--- config.mk ---
export PLATFORM = sky130hd
export DESIGN_NAME = logistic_arbiter_flat
export DESIGN_NICKNAME = d
export VERILOG_FILES = /design/src/rtl/logistic_pkg.sv /design/src/rtl/logistic_arbiter_if.sv /design/src/rtl/logistic_arbiter_rr.sv /design/src/rtl/logistic_arbiter.sv /design/src/flat_wrapper.sv
export SDC_FILE = /design/constraint.sdc
export NUM_CORES = 1
export LEC_CHECK = 0
export BUFFER_PORTS_ARGS = -buffer_cell sky130_fd_sc_hd__buf_2
export CAP_MARGIN = 30
export CORE_AREA = 8 8 93 95
export DETAILED_ROUTE_END_ITERATION = 7
export DIE_AREA = 0 0 101 103
export PLACE_DENSITY = 0.79
export SLEW_MARGIN = 25
export SYNTH_ARGS = -nofsm -noshare
export SYNTH_HDL_FRONTEND = slang
export SYNTH_SLANG_ARGS = --single-unit
--- constraint.sdc ---
create_clock -name clock -period 7.88 [get_ports clock]
set_input_delay 1.576 -clock clock [delete_from_list [all_inputs] [get_ports clock]]
set_output_delay 1.576 -clock clock [all_outputs]
set_load 0.01 [all_outputs]
--- src/rtl/logistic_pkg.sv ---
// Shared widths and FSM state type for the logistic activation arbiter.
package logistic_pkg;

   localparam int ARGUMENT_W   = 16;  // signed Q8.8 argument
   localparam int ACTIVATION_W = 8;   // activation result
   localparam int FEEDBACK_W   = 16;  // signed training feedback
   localparam int DELTA_W      = 16;  // delta returned when training

`ifndef NOENUM
   typedef enum logic [2:0] {
      S_IDLE = 3'd0,
      S_ARG  = 3'd1,
      S_ACT  = 3'd2,
      S_FBK  = 3'd3,
      S_DEL  = 3'd4
   } arb_state_t;
`else
   // Fallback for flows that cannot carry enum types through their netlists.
   typedef logic [2:0] arb_state_t;
   localparam arb_state_t S_IDLE = 3'd0;
   localparam arb_state_t S_ARG  = 3'd1;
   localparam arb_state_t S_ACT  = 3'd2;
   localparam arb_state_t S_FBK  = 3'd3;
   localparam arb_state_t S_DEL  = 3'd4;
`endif

endpackage

--- src/rtl/logistic_arbiter_if.sv ---
// Handshake bundles: neuron-array side (N requesters) and shared activation unit side.

// Requester side. master = neuron array, slave = arbiter.
interface logistic_req_if #(
   parameter int N = 4
);
   import logistic_pkg::*;

   logic [N-1:0]                    argument_valid;
   logic [N-1:0][ARGUMENT_W-1:0]    argument_data;
   logic [N-1:0]                    argument_ready;
   logic [N-1:0]                    activation_valid;
   logic [ACTIVATION_W-1:0]         activation_data;
   logic [N-1:0]                    activation_ready;
   logic [N-1:0]                    feedback_valid;
   logic [N-1:0][FEEDBACK_W-1:0]    feedback_data;
   logic [N-1:0]                    feedback_ready;
   logic [N-1:0]                    delta_valid;
   logic [DELTA_W-1:0]              delta_data;
   logic [N-1:0]                    delta_ready;

   modport master (
      output argument_valid, argument_data, activation_ready,
             feedback_valid, feedback_data, delta_ready,
      input  argument_ready, activation_valid, activation_data,
             feedback_ready, delta_valid, delta_data
   );

   modport slave (
      input  argument_valid, argument_data, activation_ready,
             feedback_valid, feedback_data, delta_ready,
      output argument_ready, activation_valid, activation_data,
             feedback_ready, delta_valid, delta_data
   );
endinterface

// Shared unit side. master = arbiter, slave = activation unit.
interface logistic_unit_if;
   import logistic_pkg::*;

   logic                    train;
   logic                    argument_valid;
   logic [ARGUMENT_W-1:0]   argument_data;
   logic                    argument_ready;
   logic                    activation_valid;
   logic [ACTIVATION_W-1:0] activation_data;
   logic                    activation_ready;
   logic                    feedback_valid;
   logic [FEEDBACK_W-1:0]   feedback_data;
   logic                    feedback_ready;
   logic                    delta_valid;
   logic [DELTA_W-1:0]      delta_data;
   logic                    delta_ready;

   modport master (
      output train, argument_valid, argument_data, activation_ready,
             feedback_valid, feedback_data, delta_ready,
      input  argument_ready, activation_valid, activation_data,
             feedback_ready, delta_valid, delta_data
   );

   modport slave (
      input  train, argument_valid, argument_data, activation_ready,
             feedback_valid, feedback_data, delta_ready,
      output argument_ready, activation_valid, activation_data,
             feedback_ready, delta_valid, delta_data
   );
endinterface

--- src/rtl/logistic_arbiter_rr.sv ---
// Combinational round-robin picker: first requester at or after ptr, cyclically.
module rr_arbiter #(
   parameter  int N  = 4,
   localparam int IW = $clog2(N)
) (
   input  logic [N-1:0]  request,
   input  logic [IW-1:0] ptr,
   output logic [N-1:0]  grant,
   output logic [IW-1:0] index,
   output logic          found
);

   logic [IW-1:0] cand;

   // Scan N positions starting at ptr; the first active request wins.
   always_comb begin
      // NOTE: every output gets a default before the loop so no path leaves one unassigned (no latch).
      grant = '0;
      index = '0;
      found = 1'b0;
      cand  = '0;
      for (int off = 0; off < N; off++) begin
         cand = IW'((int'(ptr) + off) % N);
         if (!found && request[cand]) begin
            found       = 1'b1;
            grant[cand] = 1'b1;
            index       = cand;
         end
      end
   end

endmodule

--- src/rtl/logistic_arbiter.sv ---
// Shares one logistic activation unit among N requesters; the grant is held for a
// whole argument->activation (and feedback->delta when training) transaction.
module logistic_arbiter
   import logistic_pkg::*;
#(
   parameter  int N  = 4,
   localparam int IW = $clog2(N)
) (
   input  logic            clock,
   input  logic            reset,
   input  logic            train,
   logistic_req_if.slave   req,
   logistic_unit_if.master unit,
   output logic [N-1:0]    grant,
   output logic            busy
);

   arb_state_t    state, state_nx;
   logic [IW-1:0] ptr;
   logic [IW-1:0] owner;
   logic [N-1:0]  grant_q;
   logic          train_q;
   logic          txn_done;

   logic [N-1:0]  arb_grant;
   logic [IW-1:0] arb_index;
   logic          arb_found;

   logic [N-1:0]            arg_ready, act_valid, fbk_ready, del_valid;
   logic                    u_arg_valid, u_act_ready, u_fbk_valid, u_del_ready;
   logic [ARGUMENT_W-1:0]   u_arg_data;
   logic [FEEDBACK_W-1:0]   u_fbk_data;

   rr_arbiter #(.N(N)) u_rr (
      .request (req.argument_valid),
      .ptr     (ptr),
      .grant   (arb_grant),
      .index   (arb_index),
      .found   (arb_found)
   );

   // Next state plus combinational routing between the owner and the unit.
   always_comb begin
      state_nx    = state;
      txn_done    = 1'b0;
      arg_ready   = '0;
      act_valid   = '0;
      fbk_ready   = '0;
      del_valid   = '0;
      u_arg_valid = 1'b0;
      u_act_ready = 1'b0;
      u_fbk_valid = 1'b0;
      u_del_ready = 1'b0;
      u_arg_data  = '0;
      u_fbk_data  = '0;
      case (state)
         S_IDLE: begin
            if (arb_found) state_nx = S_ARG;
         end
         S_ARG: begin
            u_arg_valid      = req.argument_valid[owner];
            u_arg_data       = req.argument_data[owner];
            arg_ready[owner] = unit.argument_ready;
            if (u_arg_valid && unit.argument_ready) state_nx = S_ACT;
         end
         S_ACT: begin
            act_valid[owner] = unit.activation_valid;
            u_act_ready      = req.activation_ready[owner];
            if (unit.activation_valid && u_act_ready) begin
               if (train_q) begin
                  state_nx = S_FBK;
               end else begin
                  state_nx = S_IDLE;
                  txn_done = 1'b1;
               end
            end
         end
         S_FBK: begin
            u_fbk_valid      = req.feedback_valid[owner];
            u_fbk_data       = req.feedback_data[owner];
            fbk_ready[owner] = unit.feedback_ready;
            if (u_fbk_valid && unit.feedback_ready) state_nx = S_DEL;
         end
         S_DEL: begin
            del_valid[owner] = unit.delta_valid;
            u_del_ready      = req.delta_ready[owner];
            if (unit.delta_valid && u_del_ready) begin
               state_nx = S_IDLE;
               txn_done = 1'b1;
            end
         end
         default: state_nx = S_IDLE;
      endcase
   end

   // State register; owner, grant and train mode are captured once per transaction.
   always_ff @(posedge clock or negedge reset) begin
      if (!reset) begin
         // NOTE: sequential state uses non-blocking assignments so every register sees pre-edge values.
         state   <= S_IDLE;
         ptr     <= '0;
         owner   <= '0;
         grant_q <= '0;
         train_q <= 1'b0;
      end else begin
         state <= state_nx;
         if (state == S_IDLE && arb_found) begin
            grant_q <= arb_grant;
            owner   <= arb_index;
            train_q <= train;
         end else if (state != S_IDLE && state_nx == S_IDLE) begin
            grant_q <= '0;
            if (txn_done) ptr <= (owner == IW'(N - 1)) ? '0 : owner + 1'b1;
         end
      end
   end

   // Simulation guard: flag encodings outside the state set and multi-hot grants.
   always_ff @(posedge clock) begin
      if (reset) begin
         assert (state inside {S_IDLE, S_ARG, S_ACT, S_FBK, S_DEL});
         assert ($onehot0(grant_q));
      end
   end

   assign grant = grant_q;
   assign busy  = (state != S_IDLE);

   assign req.argument_ready   = arg_ready;
   assign req.activation_valid = act_valid;
   assign req.activation_data  = unit.activation_data;
   assign req.feedback_ready   = fbk_ready;
   assign req.delta_valid      = del_valid;
   assign req.delta_data       = unit.delta_data;

   assign unit.train            = train_q;
   assign unit.argument_valid   = u_arg_valid;
   assign unit.argument_data    = u_arg_data;
   assign unit.activation_ready = u_act_ready;
   assign unit.feedback_valid   = u_fbk_valid;
   assign unit.feedback_data    = u_fbk_data;
   assign unit.delta_ready      = u_del_ready;

endmodule
--- src/flat_wrapper.sv ---
// flat-port wrapper written by rule: the top's interface ports become plain ports
module logistic_arbiter_flat import logistic_pkg::*;
#(
   parameter  int N  = 4,
   localparam int IW = $clog2(N)
)
  (clock, reset, train, grant, busy, req_argument_valid, req_argument_data, req_activation_ready, req_feedback_valid, req_feedback_data, req_delta_ready, req_argument_ready, req_activation_valid, req_activation_data, req_feedback_ready, req_delta_valid, req_delta_data, unit_train, unit_argument_valid, unit_argument_data, unit_activation_ready, unit_feedback_valid, unit_feedback_data, unit_delta_ready, unit_argument_ready, unit_activation_valid, unit_activation_data, unit_feedback_ready, unit_delta_valid, unit_delta_data);
  logistic_req_if #(.N(N)) req_i ();
  logistic_unit_if unit_i ();
  input  logic clock;
  input  logic reset;
  input  logic train;
  output logic [N-1:0] grant;
  output logic busy;
  input wire logic [$bits(req_i.argument_valid)-1:0] req_argument_valid;
  input wire logic [$bits(req_i.argument_data)-1:0] req_argument_data;
  input wire logic [$bits(req_i.activation_ready)-1:0] req_activation_ready;
  input wire logic [$bits(req_i.feedback_valid)-1:0] req_feedback_valid;
  input wire logic [$bits(req_i.feedback_data)-1:0] req_feedback_data;
  input wire logic [$bits(req_i.delta_ready)-1:0] req_delta_ready;
  output wire logic [$bits(req_i.argument_ready)-1:0] req_argument_ready;
  output wire logic [$bits(req_i.activation_valid)-1:0] req_activation_valid;
  output wire logic [$bits(req_i.activation_data)-1:0] req_activation_data;
  output wire logic [$bits(req_i.feedback_ready)-1:0] req_feedback_ready;
  output wire logic [$bits(req_i.delta_valid)-1:0] req_delta_valid;
  output wire logic [$bits(req_i.delta_data)-1:0] req_delta_data;
  output wire logic [$bits(unit_i.train)-1:0] unit_train;
  output wire logic [$bits(unit_i.argument_valid)-1:0] unit_argument_valid;
  output wire logic [$bits(unit_i.argument_data)-1:0] unit_argument_data;
  output wire logic [$bits(unit_i.activation_ready)-1:0] unit_activation_ready;
  output wire logic [$bits(unit_i.feedback_valid)-1:0] unit_feedback_valid;
  output wire logic [$bits(unit_i.feedback_data)-1:0] unit_feedback_data;
  output wire logic [$bits(unit_i.delta_ready)-1:0] unit_delta_ready;
  input wire logic [$bits(unit_i.argument_ready)-1:0] unit_argument_ready;
  input wire logic [$bits(unit_i.activation_valid)-1:0] unit_activation_valid;
  input wire logic [$bits(unit_i.activation_data)-1:0] unit_activation_data;
  input wire logic [$bits(unit_i.feedback_ready)-1:0] unit_feedback_ready;
  input wire logic [$bits(unit_i.delta_valid)-1:0] unit_delta_valid;
  input wire logic [$bits(unit_i.delta_data)-1:0] unit_delta_data;
  assign req_i.argument_valid = req_argument_valid;
  assign req_i.argument_data = req_argument_data;
  assign req_i.activation_ready = req_activation_ready;
  assign req_i.feedback_valid = req_feedback_valid;
  assign req_i.feedback_data = req_feedback_data;
  assign req_i.delta_ready = req_delta_ready;
  assign req_argument_ready = req_i.argument_ready;
  assign req_activation_valid = req_i.activation_valid;
  assign req_activation_data = req_i.activation_data;
  assign req_feedback_ready = req_i.feedback_ready;
  assign req_delta_valid = req_i.delta_valid;
  assign req_delta_data = req_i.delta_data;
  assign unit_train = unit_i.train;
  assign unit_argument_valid = unit_i.argument_valid;
  assign unit_argument_data = unit_i.argument_data;
  assign unit_activation_ready = unit_i.activation_ready;
  assign unit_feedback_valid = unit_i.feedback_valid;
  assign unit_feedback_data = unit_i.feedback_data;
  assign unit_delta_ready = unit_i.delta_ready;
  assign unit_i.argument_ready = unit_argument_ready;
  assign unit_i.activation_valid = unit_activation_valid;
  assign unit_i.activation_data = unit_activation_data;
  assign unit_i.feedback_ready = unit_feedback_ready;
  assign unit_i.delta_valid = unit_delta_valid;
  assign unit_i.delta_data = unit_delta_data;
  logistic_arbiter #(.N(N)) u_core (.clock(clock), .reset(reset), .train(train), .req(req_i), .unit(unit_i), .grant(grant), .busy(busy));
endmodule
==> impl_metrics.json, run 1 <==
{
  "min-delay-start": "u_core.grant[2]",
  "synth_area_leaders": "mux4_2 32%, dfrtp_1 12%, and2_1 10%, buf_4 7.4%, ha_1 6.2%",
  "async_reset_ff_share_pct": 100,
  "seq_area_frac_synth_pct": 12.3,
  "max_cap_viol_count": 0,
  "hold_slack_ns": 0.522,
  "clk_pin_slew_ns": 0.05,
  "final-setup-viol-count": 0,
  "cts_tree": "done",
  "final_hold_viol_count": 0,
  "drc": 0,
  "dp_slack_ns": 3.73,
  "h-tree-depth": 1,
  "top_layer_used": "met4",
  "clockBufferDepth": 2,
  "syn_inst": 233,
  "portBuffers": 208,
  "slew_violations": 0,
  "holdPathEnd": "u_core.grant[2]",
  "crit_arrival_ns": 2.58,
  "placed_cells": 504,
  "rows": 31,
  "setup_tns_ns": 0,
  "path_max_fanout": 9,
  "gp_congestion": 0.887,
  "die_w_um": 101,
  "synth_seq_cells": 12,
  "worstPathRequired_ns": 6.30,
  "post-route-period-util_pct": 52.8,
  "first_pass_iters": 4,
  "wl_met1_um": 3380,
  "ctsResizeCount": 0,
  "grt-ovfl-total": 0,
  "status": "completed",
  "hold_class": "flip-flop to flip-flop",
  "syn_nets": 420,
  "rsz0062_at_grt": "no",
  "reg2reg_depth": 7,
  "cellPowerDensity_nw_per_um2": 283,
  "root_buffer": "clkbuf_8",
  "numCtsBuffers": 3,
  "cts-hold-fix-buffers": 0,
  "worst_r2r_startpoint": "u_core.ptr[0]",
  "hpwl_um": 8960,
  "vias": 2680,
  "hold_depth": 1,
  "layout-drive-gt1-share_pct": 63.8,
  "wirelength_um": 10400,
  "routed-wl-met3_um": 1020,
  "rrSetupSlack_ns": 4.79,
  "ys_types": 43,
  "nets": 597,
  "syn_avg_cell_area_um2": 10.4,
  "viasPerCell": 5.28,
  "antenna_cells": 0,
  "post_drt_wl_per_cell_um": 20.4,
  "fmax_mhz": 240,
  "ant_nets": 0,
  "clock-sinks": 12,
  "coreArea_um2": 7140,
  "grt.total_usage_pct": 18.3,
  "slew_headroom_pct": 36.9,
  "skew_ns": 0.00385,
  "syn_to_final_growth_pct": 41.2,
  "clock_latency_ns": 0.24,
  "die_h_um": 103,
  "timing.final.ws_setup_ns": 3.72,
  "r2r-end": "u_core.grant[1]",
  "initial_core_util_pct": 34.1,
  "grt_pass1_wl_um": 15100,
  "dieArea_um2": 10400,
  "p_leak_nw": 1.80,
  "startpoint_type": "input port",
  "synth_area_um2": 2430,
  "ir_worst_vdd_mv": 0.153,
  "io_pins": 257,
  "stdcell_count": 508,
  "yosysTopAreaCell": "mux4_2",
  "synth_edf_count": 0,
  "drtIter0Drc": 85,
  "cp-end-kind": "output pin",
  "antenna_found_initial": 0,
  "worst_slew_pin_slew_ns": 0.947,
  "grt_max_degree": 43,
  "post-route-util_pct": 48.2,
  "wl_met2_um": 5770,
  "ys_warn_count": 0,
  "synth_top_area_share_pct": 32.4,
  "postCtsSetupBuffers": 0,
  "synth_ff_type": "dfrtp_1",
  "fin_crit_ns": 4.16,
  "critical_path_class": "input port to output pin",
  "grt_pass1_vias": 2896
}
-- through the flow --
stage          area [um2]  power [W]
4_1_cts              3440   0.000982
6_report             3440   0.000972
3_5_place_dp         3380   0.000911
2_1_floorplan        2430   0.000675
5_1_grt              3440    0.00106
3_3_place_gp         3370   0.000885
-- power breakdown --
part / internal, W / switching [W]
Clock: 0.0000441 / 0.0000218
Sequential: 0.0000880 / 0.0000694
Combinational: 0.000390 / 0.000359
-- per-layer routing --
metal  GRT usage, %  vias up
li1               -     1226
met1           17.6     1307
met2           36.6      126
met3           5.67       21
met4           5.04        0
met5              0        -
-- synth_stat cells (5+ instances only) --
cell type	instances
and2_1	40
buf_2	5
ha_1	12
nor2b_1	6
and3_1	15
dfrtp_1	12
buf_4	24
nand2_1	7
mux4_2	35
clkbuf_1	8
o21ai_0	6
nor3_1	5
inv_1	6
-- critical path, cell delays in order --
cell	delay, ns
buf_2	0.14
mux4_2	0.52
and2_2	0.21
buf_2	0.14
-- worst max path at each step --
stage	endpoint	slack [ns]	depth (start not counted)	start
finish	unit_argument_valid	3.72	4	req_argument_valid[3]
global placement	unit_argument_valid	3.75	4	req_argument_valid[2]
CTS	unit_argument_valid	3.73	4	req_argument_valid[2]
detailed placement	unit_argument_valid	3.73	4	req_argument_valid[2]
global route	unit_argument_valid	3.70	4	req_argument_valid[2]
floorplan	unit_argument_valid	3.95	3	req_argument_valid[0]
-- logic make-up (layout without fill, tap and decap cells) --
logic type,Yosys count,in the layout,share of synthesized area (%)
xor gates and xnor gates,1,1,0.360
AOI/OAI and AO/OA,27,27,8.89
DFF,12,12,12.3
and+or+nand+nor,91,91,22.4
adders and majority gates,12,12,6.17
muxes,45,45,38.6
buffers and inverters,45,221,11.2
-- cells in the final DEF, fill, tap and decap left out, types with 5 or more instances in the layout --
cell	count
buf_2	208
and2_1	40
mux4_2	35
and3_1	15
ha_1	12
dfrtp_1	10
nand2_1	7
inv_1	6
o21ai_0	6
nor2b_1	6
nor3_1	5
-- registers in the layout, summed over array words and instances, names as in the netlist --
register           flops
u_core.state           3
u_core.owner           2
u_core.grant           4
u_core.ptr             2
u_core.unit.train      1
-- final cells by class --
type | count | area (um2)
Multi-Input combinational cell | 176 | 1870
Sequential cell | 12 | 303
Tap cell | 99 | 124
Inverter | 6 | 22.5
Clock buffer | 4 | 55.1
Fill cell | 710 | 3700
Timing Repair Buffer | 211 | 1070
Power figures use the tool's default switching activity.
==> run 2: changes to the inputs <==
- ABC_AREA: unset -> 1
- CORE_AREA: 8 8 93 95 -> unset
- CORE_MARGIN: unset -> 8
- CORE_UTILIZATION: unset -> 34
- DIE_AREA: 0 0 101 103 -> unset
- clock period: 7.88 -> 3.69 ns (I/O delays scaled with it)
==> impl_metrics.json, run 2 <==
{
  "synthXorXnorAreaFrac_pct": 0,
  "critical_path_class": "flip-flop to output pin",
  "cp-end-kind": "output pin",
  "ant_nets": 0,
  "nets": 835,
  "slew_violations": 0,
  "grt-ovfl-total": 0,
  "final-setup-viol-count": 0,
  "dieArea_um2": 11000,
  "async_reset_ff_share_pct": 100,
  "synth_seq_cells": 12,
  "gp_congestion": 0.908,
  "worst_slew_pin_slew_ns": 0.822,
  "status": "completed",
  "first_pass_iters": 5,
  "final_common_cell": "buf_2",
  "max_cap_viol_count": 0,
  "vias": 3807,
  "clk_pin_slew_ns": 0.05,
  "die_w_um": 105,
  "synth_top_family_by_area": "simple AND/OR/NAND/NOR gates",
  "viasPerCell": 5.08,
  "total_power_w": 0.00270,
  "switching_share_pct": 61.3,
  "pwr-share-seq_pct": 12.1,
  "synth_compound_area_share_pct": 21.4,
  "h-tree-depth": 1,
  "ys_types": 33,
  "setup_tns_ns": 0,
  "grt_pass1_wl_um": 19600,
  "grt_max_degree": 77,
  "muxShareOfSynthArea_pct": 0,
  "clkPwrFrac_pct": 5.3,
  "cts_tree": "done",
  "cpPeakStageDelay_ns": 0.90,
  "slew_headroom_pct": 45.2,
  "skew_ns": 0.00180,
  "grt.total_usage_pct": 21.0,
  "portBuffers": 208,
  "drc": 0,
  "path_max_fanout": 76,
  "ys_warn_count": 0,
  "yosysMostFrequentCell": "nor2_1",
  "hold_class": "input port to asynchronous set/reset pin",
  "die_h_um": 105,
  "startpoint_type": "flip-flop",
  "largest_reg_flops": 4,
  "worst_path_max_delay_cell": "dfrtp_2",
  "worstPathRequired_ns": 2.95,
  "syn_nets": 671,
  "crit_arrival_ns": 2.29,
  "synth_area_leaders": "nor2_1 21%, o21ai_0 13%, dfrtp_1 11%, nand2_1 8.1%, buf_4 7.5%",
  "final_hold_viol_count": 0,
  "syn_to_final_growth_pct": 34.1,
  "rows": 32,
  "fmax_mhz": 330,
  "cellPowerDensity_nw_per_um2": 750,
  "hold_slack_ns": 0.359,
  "clockBufferDepth": 2,
  "initial_core_util_pct": 35.0,
  "synthSimpleGateAreaFrac_pct": 45.3,
  "ctsResizeCount": 0,
  "seq_area_frac_synth_pct": 11.2,
  "post_drt_wl_per_cell_um": 16.4,
  "clock-sinks": 12,
  "synth_area_um2": 2690,
  "p_leak_nw": 2.02,
  "antenna_cells": 0,
  "coreArea_um2": 7690,
  "fin_crit_ns": 3.03,
  "p_sw_w": 0.00166,
  "antenna_found_initial": 0,
  "grt_pass1_vias": 3723,
  "yosysTopAreaCell": "nor2_1",
  "synth_edf_count": 0,
  "wirelength_um": 12300,
  "root_buffer": "clkbuf_8",
  "io_pins": 257,
  "synthTopCellsByCount": "152 x nor2_1, 69 x o21ai_0, 58 x nand2_1, 33 x a21oi_1, 29 x nand3_1",
  "cts-hold-fix-buffers": 0,
  "syn_avg_cell_area_um2": 5.55,
  "power_frac_comb_pct": 82.6,
  "hpwl_um": 9890,
  "post-route-util_pct": 46.9,
  "ir_worst_vdd_mv": 0.400,
  "layout-drive-gt1-share_pct": 39.1,
  "synth_ff_type": "dfrtp_1",
  "drtIter0Drc": 211,
  "postCtsSetupBuffers": 0,
  "clock_latency_ns": 0.24,
  "numCtsBuffers": 3,
  "syn_inst": 484,
  "rsz0062_at_grt": "no",
  "synth_top_area_share_pct": 21.2,
  "path_cells": "inv_4, o21ai_0, a21oi_1, buf_2",
  "synthAdderAreaFrac_pct": 5.59,
  "final_cell_mix": "208 x buf_2, 152 x nor2_1, 69 x o21ai_0",
  "post-route-period-util_pct": 82.0,
  "p_int_w": 0.00105
}
[run 2: kinds of logic after synthesis]
group	Yosys count
AOI/OAI and AO/OA	110
buffers and inverters	79
and+or+nand+nor	271
DFF	12
adders and majority gates	12
[run 2: layer usage]
metal  vias to the layer above  wire length (um)  global-route usage [%]
li1                       1871                 -                       -
met1                      1712              4780                    23.3
met2                       192              6070                    37.8
met3                        32              1040                    5.53
met4                         0               393                    6.83
met5                         -                 0                       0
[run 2: final cells by class]
cell class	instances	area (um2)
Multi-Input combinational cell	393	1940
Timing Repair Buffer	210	1060
Sequential cell	12	302
Tap cell	102	128
Fill cell	839	4080
Clock buffer	4	55.1
Inverter	28	120
[run 2: final timing paths]
kind	start	endpoint	slack, ns	cells past startpoint
setup / recovery	u_core.owner[0]	unit_feedback_data[13]	0.66	4
hold / removal	reset	u_core.grant[3]	0.36	1
setup reg to reg	u_core.owner[0]	u_core.grant[2]	1.23	11
hold reg to reg	u_core.grant[3]	u_core.grant[3]	0.51	2
max in group asynchronous	reset	u_core.owner[0]	3.10	1
min in group clock	u_core.grant[3]	u_core.grant[3]	0.51	2
[run 2: stage by stage]
| stage | setup WS, ns | cells | cell area, um2 |
|---|---|---|---|
| after floorplan | 1.49 | 484 | 2690 |
| after global placement | 0.982 | 745 | 3550 |
| after detailed placement | 0.954 | 745 | 3550 |
| after CTS | 0.689 | 749 | 3600 |
| after global routing | 0.443 | 749 | 3600 |
| final | 0.664 | 749 | 3600 |
[run 2: power by group through the flow]
stage          clock network (W)  logic (W)  registers [W]
2_1_floorplan                  0    0.00174       0.000238
3_3_place_gp                   0    0.00217       0.000322
3_5_place_dp                   0    0.00222       0.000326
4_1_cts                 0.000148    0.00223       0.000325
5_1_grt                 0.000159    0.00251       0.000343
6_report                0.000143    0.00223       0.000326
[run 2: worst max-delay path, delay by kind of cell, from the launching register on]
family | cells | cell delay (ns)
buf+inv | 2 | 0.62
compound gates | 2 | 0.52
flops | 1 | 0.90
